--- config.mk ---
export PLATFORM = sky130hd
export DESIGN_NAME = bus_master_if
export DESIGN_NICKNAME = d
export VERILOG_FILES = /design/src/rtl/bus_master_if.sv
export SDC_FILE = /design/constraint.sdc
export NUM_CORES = 1
export LEC_CHECK = 0
export ABC_AREA = 1
export CELL_PAD_IN_SITES_DETAIL_PLACEMENT = 0
export CELL_PAD_IN_SITES_GLOBAL_PLACEMENT = 2
export CORE_ASPECT_RATIO = 2
export CORE_MARGIN = 4
export CORE_UTILIZATION = 25
export CTS_CLUSTER_SIZE = 8
export DETAILED_ROUTE_END_ITERATION = 12
export PLACE_DENSITY_LB_ADDON = 0.1
export RECOVER_POWER = 50
export SLEW_MARGIN = 30
export SYNTH_ARGS = -nofsm -noshare
export SYNTH_HDL_FRONTEND = slang
export SYNTH_SLANG_ARGS = --single-unit
--- constraint.sdc ---
create_clock -name clk -period 3.48 [get_ports clk]
set_clock_uncertainty 0.1 [all_clocks]
set_input_delay 0.696 -clock clk [delete_from_list [all_inputs] [get_ports clk]]
set_output_delay 0.696 -clock clk [all_outputs]
set_load 0.03 [all_outputs]
--- src/rtl/bus_master_if.sv ---
// Master-side bus interface: one CPU word access at a time, through
// request/grant arbitration, a single address strobe and a rdy_ wait with timeout.
module bus_master_if #(
  parameter int ADDR_W  = 30,
  parameter int DATA_W  = 32,
  parameter int TIMEOUT = 255
) (
  input  logic              clk,
  input  logic              reset,
  input  logic              cpu_req,
  input  logic [ADDR_W-1:0] cpu_addr,
  input  logic              cpu_rw,
  input  logic [DATA_W-1:0] cpu_wr_data,
  output logic [DATA_W-1:0] cpu_rd_data,
  output logic              cpu_done,
  output logic              cpu_err,
  output logic              cpu_busy,
  output logic              bus_req_,
  input  logic              bus_grnt_,
  output logic [ADDR_W-1:0] bus_addr,
  output logic              bus_as_,
  output logic              bus_rw,
  output logic [DATA_W-1:0] bus_wr_data,
  input  logic [DATA_W-1:0] bus_rd_data,
  input  logic              bus_rdy_
);

  localparam int CNT_W =
    (TIMEOUT < 1) ? 1 : $clog2(TIMEOUT + 1);
  localparam int TO_LAST_I =
    (TIMEOUT > 0) ? TIMEOUT - 1 : 0;
  localparam logic [CNT_W-1:0] TO_LAST =
    CNT_W'(TO_LAST_I);
  localparam logic [CNT_W-1:0] CNT_MAX = '1;
  localparam bit TO_EN = (TIMEOUT != 0);

  localparam logic [1:0] IDLE   = 2'd0;
  localparam logic [1:0] REQ    = 2'd1;
  localparam logic [1:0] ACCESS = 2'd2;

  logic [1:0]       state;
  logic [CNT_W-1:0] cnt;
  logic             rdy;
  logic             timeout_hit;

  assign cpu_busy    = (state != IDLE);
  assign rdy         = ~bus_rdy_;
  assign timeout_hit = TO_EN && (cnt == TO_LAST);

  always_ff @(posedge clk or negedge reset) begin
    if (!reset) begin
      state       <= IDLE;
      cnt         <= '0;
      bus_req_    <= 1'b1;
      bus_as_     <= 1'b1;
      bus_rw      <= 1'b1;
      bus_addr    <= '0;
      bus_wr_data <= '0;
      cpu_rd_data <= '0;
      cpu_done    <= 1'b0;
      cpu_err     <= 1'b0;
    end else begin
      cpu_done <= 1'b0;
      cpu_err  <= 1'b0;
      case (state)
        IDLE: begin
          if (cpu_req) begin
            state       <= REQ;
            bus_req_    <= 1'b0;
            bus_addr    <= cpu_addr;
            bus_rw      <= cpu_rw;
            bus_wr_data <= cpu_wr_data;
          end
        end
        REQ: begin
          if (!bus_grnt_) begin
            state   <= ACCESS;
            bus_as_ <= 1'b0;
            cnt     <= '0;
          end
        end
        ACCESS: begin
          bus_as_ <= 1'b1;
          // rdy_ takes priority over a timeout on the same edge
          if (rdy || timeout_hit) begin
            if (rdy && bus_rw) cpu_rd_data <= bus_rd_data;
            cpu_done    <= rdy;
            cpu_err     <= ~rdy;
            state       <= IDLE;
            bus_req_    <= 1'b1;
            bus_addr    <= '0;
            bus_rw      <= 1'b1;
            bus_wr_data <= '0;
          end else if (cnt != CNT_MAX) begin
            cnt <= cnt + CNT_W'(1);
          end
        end
        default: begin
          state    <= IDLE;
          bus_req_ <= 1'b1;
          bus_as_  <= 1'b1;
        end
      endcase
    end
  end

endmodule
==> results.md, run 1 <==
Logic synthesis:
- The cell type with the highest aggregate area in the netlist is dfrtp_1.
- The area share of xor/xnor cells in the synthesized design is 0%.
- The post-synthesis share of cell area spent on and, or, nand and nor gates is between 30% and 40%.
- In the synthesized netlist, mux cells make up 0% of the area.
- The per-instance average area after synthesis is between 8 and 9 um2.
- The post-synth net total is approximately 600.
- The post-synthesis sequential element count is between 100 and 150.
- After synthesis, the largest family of logic cells by area is simple AND/OR/NAND/NOR gates.
- Among all flip-flop cells after synthesis, the most frequent one is dfrtp_1.
- Counting flops with a built-in enable in the synthesized netlist gives 0.
- The share of async-settable or async-resettable flops after synthesis is between 90% and 100%.
- After Yosys synthesis, full adders, half adders and majority gates account for less than 1% of the synthesized area.
- Of the synthesized area, sequential elements account for around 60%.
- The number of warning messages in the yosys log is 0.
- In this run the cell area of the synthesized design comes to between 4000 and 5000 um2.
- The synthesized netlist devotes approximately 2.2% of its cell area to compound gates.
- The area share of the largest cell type after synthesis is roughly 58%.
- The count of distinct cell types in the synthesized netlist is 22.
- In the post-synthesis netlist, the biggest area contributors are dfrtp_1, nand2_1, nand3_1.
- In the synthesized netlist, the number of instances is 515.

Clocking:
- The tree is rooted in a clkbuf_16.
- The clock drives roughly 110 sinks.
- After clock tree synthesis, the clock-pin slew on the worst setup and hold paths is approximately 70 ps.
- The total of cells resized after clock tree synthesis is 0.
- The deepest level of the CTS H-tree is 3.
- The post-CTS setup buffer count is 0.
- After clock tree synthesis, the flow added hold-fix buffers numbering 0.
- No sink is reached through more buffers than the 2 on the longest clock path.
- In this run, CTS created clock tree buffers numbering 9.
- The TritonCTS clock tree is built.
- The clock latency of the later-clocked register in the worst-skew pair is 350 ps.

STA:
- Setup violations remaining at the end of the flow were counted as 0.
- The count of final hold-check violations is 0.
- At the pin with the least slew margin, the transition time is 1500 ps.
- Static timing analysis puts the maximum clock frequency at 401 MHz.
- The final critical delay including setup and external delays is roughly 2500 ps.
- Of the available clock period, the critical path in the final layout requires a little under three quarters.
- Adding up every negative setup slack in the final design gives 0 ps.
- Setup repair after global routing left no endpoint under its margin.
- The final count of pins violating max slew is 0.
- The remaining max-slew budget at the tightest pin is 0.0125%.

Setup path:
- Following the worst setup path forward leads to its endpoint at bus_addr[5].
- The largest stage delay on the critical path is approximately 590 ps.
- Together, buffers and inverters on the worst path number 3.
- The start point of the critical path is cpu_req.
- The worst register-to-register path ends at cpu_rd_data[25].
- The signal on the critical path passes through dlygate4sd3_1 > nand2_1 > inv_1 > buf_12 > nand2_1 > nand2_1.
- The largest fanout of any net on the critical path is 58.
- Broken down by cell family, the worst path's largest delay share belongs to buffers and inverters.
- In this run the number of cells on the critical path is 6.
- Measured in cells, the most critical reg-to-reg path has a length of 7.
- The slowest stage of the critical path belongs to the cell nand2_1.
- Counting stages on the worst path, the most repeated cell is nand2_1.
- The worst setup path is launched from an input pin.
- The type of the setup path with the least slack is input pin to register.
- The worst register-to-register path begins at state[1].
- The data required time at the worst endpoint is about 3600 ps.
- The endpoint type of the worst setup path is a register.
- Data arrives at the worst endpoint at between 2000 and 3000 ps.
- Setup slack on the worst reg-to-reg path comes out at roughly 1300 ps.

Floorplan:
- 200 I/O pins were placed.
- The die is about 100 um wide.
- The number of standard-cell rows in the floorplan is 69.
- The core region is between 15000 and 20000 um2.
- For this configuration, the core starts out at a cell density of 25.6%.
- The floorplan step set the die height to between 150 and 200 um.
- The floorplan die area is around 21000 um2.

Global routing:
- The total overflow left after global routing is 0.
- The number of global-route vias before repair is ~4500.
- The global-route wire length before repair is around 24 mm.
- The met3 demand-to-capacity share in global routing is around 4.7%.
- Entering global routing, the biggest net connects between 60 and 70 pins.
- The most heavily used metal layer in global routing is met2.
- The initial antenna violation count is 0.
- The global routing usage on met2 is 26.8%.
- For met1 alone, demand over resource in global routing was roughly 16%.
- The global router's overall resource usage is between 10 and 15%.

Pwr:
- The total power per unit cell area is 929 nW/um2.
- The peak supply drop is 0.329 mV.
- In this run the static leakage power is roughly 3.3 nW.
- The completed layout was analyzed and its total power is between 0.006 and 0.007 W.

Placement:
- The half-perimeter wire length after placement is around 11 mm.
- The number of I/O port buffers is around 200.
- The final weighted congestion of routability-driven global placement is about 0.75.

Route:
- The total DRC errors in the routed layout is 0.
- For this block, the via count after detailed routing is about 4100.
- The total wire length is 15.0 mm.
- The number of search-and-repair iterations in the first detailed-routing pass is 4.
- The final antenna-violating net count is 0.
- For this block, the initial DRC count from the detailed router was 113.
- In the routed layout, each cell is associated on average with a via count of around 4.5.
- The average wire per cell in the routed design is 16.3 um.

Run:
- The tool flagged a number of max-cap violations equal to 1.

Hold path:
- In this run the most critical hold path is launched from cpu_rd_data[13].
- In this run the worst hold path is classified as register to register.

Finish:
- The layout overhead on the synthesized area is 52.0%.
- The total inserted antenna cells is 0.
- In the final design database the tool counted between 800 and 900 nets.
- In the final layout, the share of cells above drive strength 1 is under 10%.

Outcome:
- The final reports fail on capacitance limit.
- The run finished, with violations left.
report_power, final:
group          internal, W  total (W)  leakage [nW]  switching (W)
Sequential         0.00181    0.00211          1.38       0.000297
Clock             0.000500   0.000968         0.127       0.000468
Combinational      0.00130    0.00339          1.78        0.00209
logic make-up (layout without fill, tap and decap cells):
kind of cell	count (synthesis)	in the layout
AO/OA/AOI/OAI	17	17
adder cells (fa/ha/maj)	2	2
buffers and inverters	46	235
flip-flops	109	109
AND/OR/NAND/NOR	341	341
area by class of cell:
class | count | area (um2)
repair buffers | 205 | 2070
fillers | 1816 | 10900
multi-input cells | 360 | 1570
well taps | 213 | 267
inverters | 15 | 56.3
clock inverters | 4 | 25.0
flip-flops and latches | 109 | 2730
clock buffers | 11 | 243
layout by cell type, fill, tap and decap left out, types with 3 or more instances in the layout:
cell type          n
o21ai_0            6
clkdlybuf4s50_1  195
dfstp_2            3
nand2_1          220
clkbuf_16          9
inv_1             13
dfrtp_1          106
dlygate4sd3_1      3
o21ai_1            5
nor2_1            12
nand2_2            4
buf_12             3
nand3_1          102
metrics by stage:
stage          setup slack, ps  cell area [um2]  utilization (%)  hold slack [ps]  cells
6_report                   984             6960             39.0              371    917
5_1_grt                    620             6960             39.0              389    917
4_1_cts                   1030             6990             39.1              358    917
3_5_place_dp               756             6720             37.6              357    902
3_3_place_gp               821             6720             37.6              353    902
2_1_floorplan             1960             4580                -              300    515
synthesized netlist by cell type, types with 4 or more instances:
master,number
buf_2,6
buf_6,11
clkbuf_1,10
dfrtp_1,106
inv_1,12
nand2_1,220
nand2_2,4
nand3_1,102
nor2_1,12
o21ai_0,6
o21ai_1,5
how the worst min path moves through the flow:
stage / endpoint / slack [ps] / depth (start not counted)
after CTS: cpu_rd_data[10] / 360 / 1
after global routing: cpu_rd_data[24] / 390 / 2
after detailed placement: cpu_rd_data[28] / 360 / 2
after global placement: cpu_rd_data[26] / 350 / 2
final: cpu_rd_data[13] / 370 / 2
after floorplan: bus_addr[0] / 300 / 0
state kept, by name (all words and copies together), names as in the netlist:
register / flops
cpu_err: 1
bus_addr: 30
bus_wr_data: 32
state: 2
bus_rw: 1
cpu_rd_data: 32
cpu_done: 1
bus_as_: 1
bus_req_: 1
cnt: 8
routing by layer:
layer	routed length, um	vias up
li1	-	2006
met1	5710	1943
met2	7850	144
met3	1060	17
met4	337	0
met5	0	-
tightest hold or removal path: stages, from the launching register on:
cell	delay, ps
dfrtp_1	340
nand2_1	50
nand2_1	50
(Power assumes the default switching activity.)
==> run 2, diff against run 1 <==
--- a/config.mk
+++ b/config.mk
@@ -10,7 +10,7 @@
 export CELL_PAD_IN_SITES_GLOBAL_PLACEMENT = 2
 export CORE_ASPECT_RATIO = 2
 export CORE_MARGIN = 4
-export CORE_UTILIZATION = 25
+export CORE_UTILIZATION = 23
 export CTS_CLUSTER_SIZE = 8
 export DETAILED_ROUTE_END_ITERATION = 12
 export PLACE_DENSITY_LB_ADDON = 0.1
==> constraint.sdc (replaced) <==
create_clock -name clk -period 2.6 [get_ports clk]
set_clock_uncertainty 0.1 [all_clocks]
set_input_delay 0.52 -clock clk [delete_from_list [all_inputs] [get_ports clk]]
set_output_delay 0.52 -clock clk [all_outputs]
set_load 0.03 [all_outputs]
==> results.md, run 2 (synthesis results as in run 1) <==
Outcome:
- Result of the run: finished, violations left (unchanged).
- Violated checks: capacitance limit, slew limit (was capacitance limit).

Finish:
- The number of nets at the end of the flow is 808 (was 802).
- The number of fill cells in the layout is 2071 (was 1816).
- Largest registers: bus_wr_data: 32 flops, cpu_rd_data: 32 flops, bus_addr: 30 flops (unchanged).
- The layout overhead on the synthesized area is 54.6% (was 52.0%).
- The layout cell share with drive strength beyond 1 is 5.20% (was 4.83%).
- Leading cell types in the layout, fill and taps excluded: nand2_1, clkdlybuf4s50_1, dfrtp_1 (unchanged).
- The most common library cell in the layout ignoring fill and taps is nand2_1 (unchanged).
- The total inserted antenna cells is 0 (unchanged).
- The final non-filler cell total is 970 (was 917).
- The final cell area excluding filler cells is 7080 um2 (was 6960 um2).

Placement:
- The number of placed cells counting well taps was 954 (was 902).
- The final weighted congestion of routability-driven global placement came to 0.751 (was 0.746).
- The half-perimeter wire length after placement is 11.8 mm (was 10.7 mm).
- The worst setup slack after placement was 396 ps (was 756 ps).
- The cell area after placement is 6780 um2 (was 6720 um2).
- The number of I/O port buffers is 199 (unchanged).

Clocking:
- The number of buffers added by the clock tree synthesis step was 9 (unchanged).
- The post-CTS setup buffer count is 0 (unchanged).
- The total of cells resized after clock tree synthesis is 0 (unchanged).
- The total number of clock tree sinks is 109 (unchanged).
- The quantity of hold-fixing buffers added after cts was 0 (unchanged).
- The worst-case clock buffer depth came to 2 (unchanged).
- The deepest level of the CTS H-tree is 3 (unchanged).
- The clock latency of the later-clocked register in the worst-skew pair was 350 ps (about the same).
- The clock tree root buffer cell is clkbuf_16 (unchanged).
- The clock-pin transition on the worst setup and hold timing paths was 70 ps (about the same).
- The TritonCTS clock tree is built (unchanged).

STA:
- The setup total negative slack was 0 ps (unchanged).
- The final worst slack is 383 ps (was 984 ps).
- The final setup violation count is 0 (unchanged).
- Of the available clock period, the critical path in the final layout requires a little under nine tenths.
- Unrepaired setup endpoints after global routing: false (unchanged).
- The count of final hold-check violations came to 0 (unchanged).
- The final count of pins violating max slew is 29 (was 0).
- The final critical delay including setup and external delays is 2220 ps.
- The slew of the pin with the lowest slew margin is 1770 ps (was 1500 ps).
- The remaining max-slew budget at the tightest pin is -17.8% (was 0.0125%).
- Derived from the worst setup path, the maximum achievable clock frequency is ~450 MHz.

Global routing:
- The most heavily used metal layer in global routing is met2 (unchanged).
- The met1 track demand over resource is 15.7% (was 15.9%).
- The pin count of the biggest net entering global routing was 46 (was 66).
- The met3 demand-to-capacity share in global routing is 3.77% (was 4.66%).
- The global router's overall resource usage is 14.5% (was 14.8%).
- The initial antenna violation count is 0 (unchanged).
- The number of global-route vias before repair is 4424 (was 4494).
- The total grt overflow was 0 (unchanged).
- The global-route wire length before repair came to 24.9 mm (was 24.2 mm).
- The global routing usage on met2 is 26.3% (was 26.8%).

Setup path:
- Cells along the critical path: nor2_1 > inv_1 > clkdlybuf4s50_1 (was dlygate4sd3_1 > nand2_1 > inv_1 > buf_12 > nand2_1 > nand2_1).
- The standard cell with the maximum stage delay on the critical path is clkdlybuf4s50_1 (was nand2_1).
- The type of the setup path with the least slack was register to primary output (was input pin to register).
- The family of cells with the greatest summed delay on the critical path is buffers and inverters (unchanged).
- The worst reg-to-reg setup slack is 540 ps (was 1260 ps).
- The worst path arrival time is 1600 ps (was 2630 ps).
- The data required time at the worst endpoint is 1980 ps (was 3620 ps).
- The critical path launch point type is a register (was input pin).
- The buffer and inverter count on the worst path is 2 (was 3).
- The endpoint type of the worst setup path is a primary output (was register).
- The largest fanout of any net on the critical path is 6 (was 58).
- The largest stage delay on the critical path is 660 ps (was 590 ps).

Route:
- The total number of vias was 4165 (was 4110).
- The number of search-and-repair iterations in the first detailed-routing pass was 4 (unchanged).
- The detail-routed via count per cell is 4.29 (was 4.48).
- The total DRC errors in the routed layout came to 0 (unchanged).
- The total wire length is 15.9 mm (was 15.0 mm).
- The average wire per cell in the routed design is 16.4 um (was 16.3 um).
- The starting DRC count in detailed routing is 177 (was 113).
- The final antenna-violating net count came to 0 (unchanged).

Floorplan:
- The floorplan die area came to 22400 um2 (was 20700 um2).
- The I/O pin total was 200 (unchanged).
- The core area is 19500 um2 (was 17900 um2).
- The die span in x was 108 um (was 104 um).
- The number of standard-cell rows in the floorplan is 72 (was 69).
- The starting density of the core is 23.5% (was 25.6%).
- The height of the chip is 208 um (was 199 um).

Pwr:
- The overall power after layout is 0.00888 W (was 0.00647 W).
- The peak supply drop was 0.439 mV (was 0.329 mV).
- The static power due to leakage came to 3.32 nW (was 3.29 nW).
- The total power per unit cell area was 1250 nW/um2 (was 929 nW/um2).

Run:
- The count of max-cap constraint violations is 1 (unchanged).

Hold path:
- The path type of the worst min-delay path is register to register (unchanged).
[run 2: cell count changes in the layout (fill, tap and decap cells not counted), sizes merged]
cell,change
bufinv,+2
clkdlybuf4s50,+1
dlygate4sd3,-1
buf,+2
clkinvlp,-2
clkbuf,+6
inv,-1
[run 2: routing by layer]
layer / vias up / routed length [um]
li1: 2013 / -
met1: 1998 / 5910
met2: 136 / 8630
met3: 18 / 1040
met4: 0 / 342
met5: - / 0
[run 2: area by class of cell]
type	instances	area (um2)	share of cell area (%)
clock buffers	13	250	3.53
clock inverters	3	68.8	0.972
inverters	15	56.3	0.795
multi-input cells	360	1570	22.2
flip-flops and latches	109	2730	38.6
well taps	259	324	4.58
repair buffers	211	2070	29.3
[run 2: per-stage QoR]
step | hold slack [ps] | util [%]
3_3_place_gp | 353 | 34.9
4_1_cts | 12.5 | 36.5
2_1_floorplan | 124 | -
3_5_place_dp | 358 | 34.9
6_report | 370 | 36.4
5_1_grt | 392 | 36.4
[run 2: report_power, final]
| part | internal, W | leakage, nW | switching [W] | total, W |
|---|---|---|---|---|
| registers | 0.00243 | 1.38 | 0.000404 | 0.00283 |
| clock network | 0.000875 | 0.154 | 0.000637 | 0.00151 |
| logic | 0.00173 | 1.78 | 0.00281 | 0.00454 |
| total | 0.00503 | 3.32 | 0.00385 | 0.00888 |
[run 2: worst paths after layout]
kind	startpoint	endpoint	cells after the start
hold reg to reg	cpu_rd_data[0]	cpu_rd_data[0]	2
setup / recovery	state[1]	cpu_busy	3
min in group asynchronous	reset	cnt[6]	1
hold / removal	cpu_rd_data[0]	cpu_rd_data[0]	2
max in group asynchronous	reset	bus_rw	2
setup reg to reg	cnt[0]	bus_addr[28]	10
[run 2: worst register-to-register path: stages (launching register included)]
cell and delay (ps):
dfrtp_1 400, inv_1 60, ha_1 190, inv_1 50, nor2_1 50, nand2_2 80, nand2_1 50, nand2_1 100
clkbuf_2 650, nand3_1 160, nand2_1 100
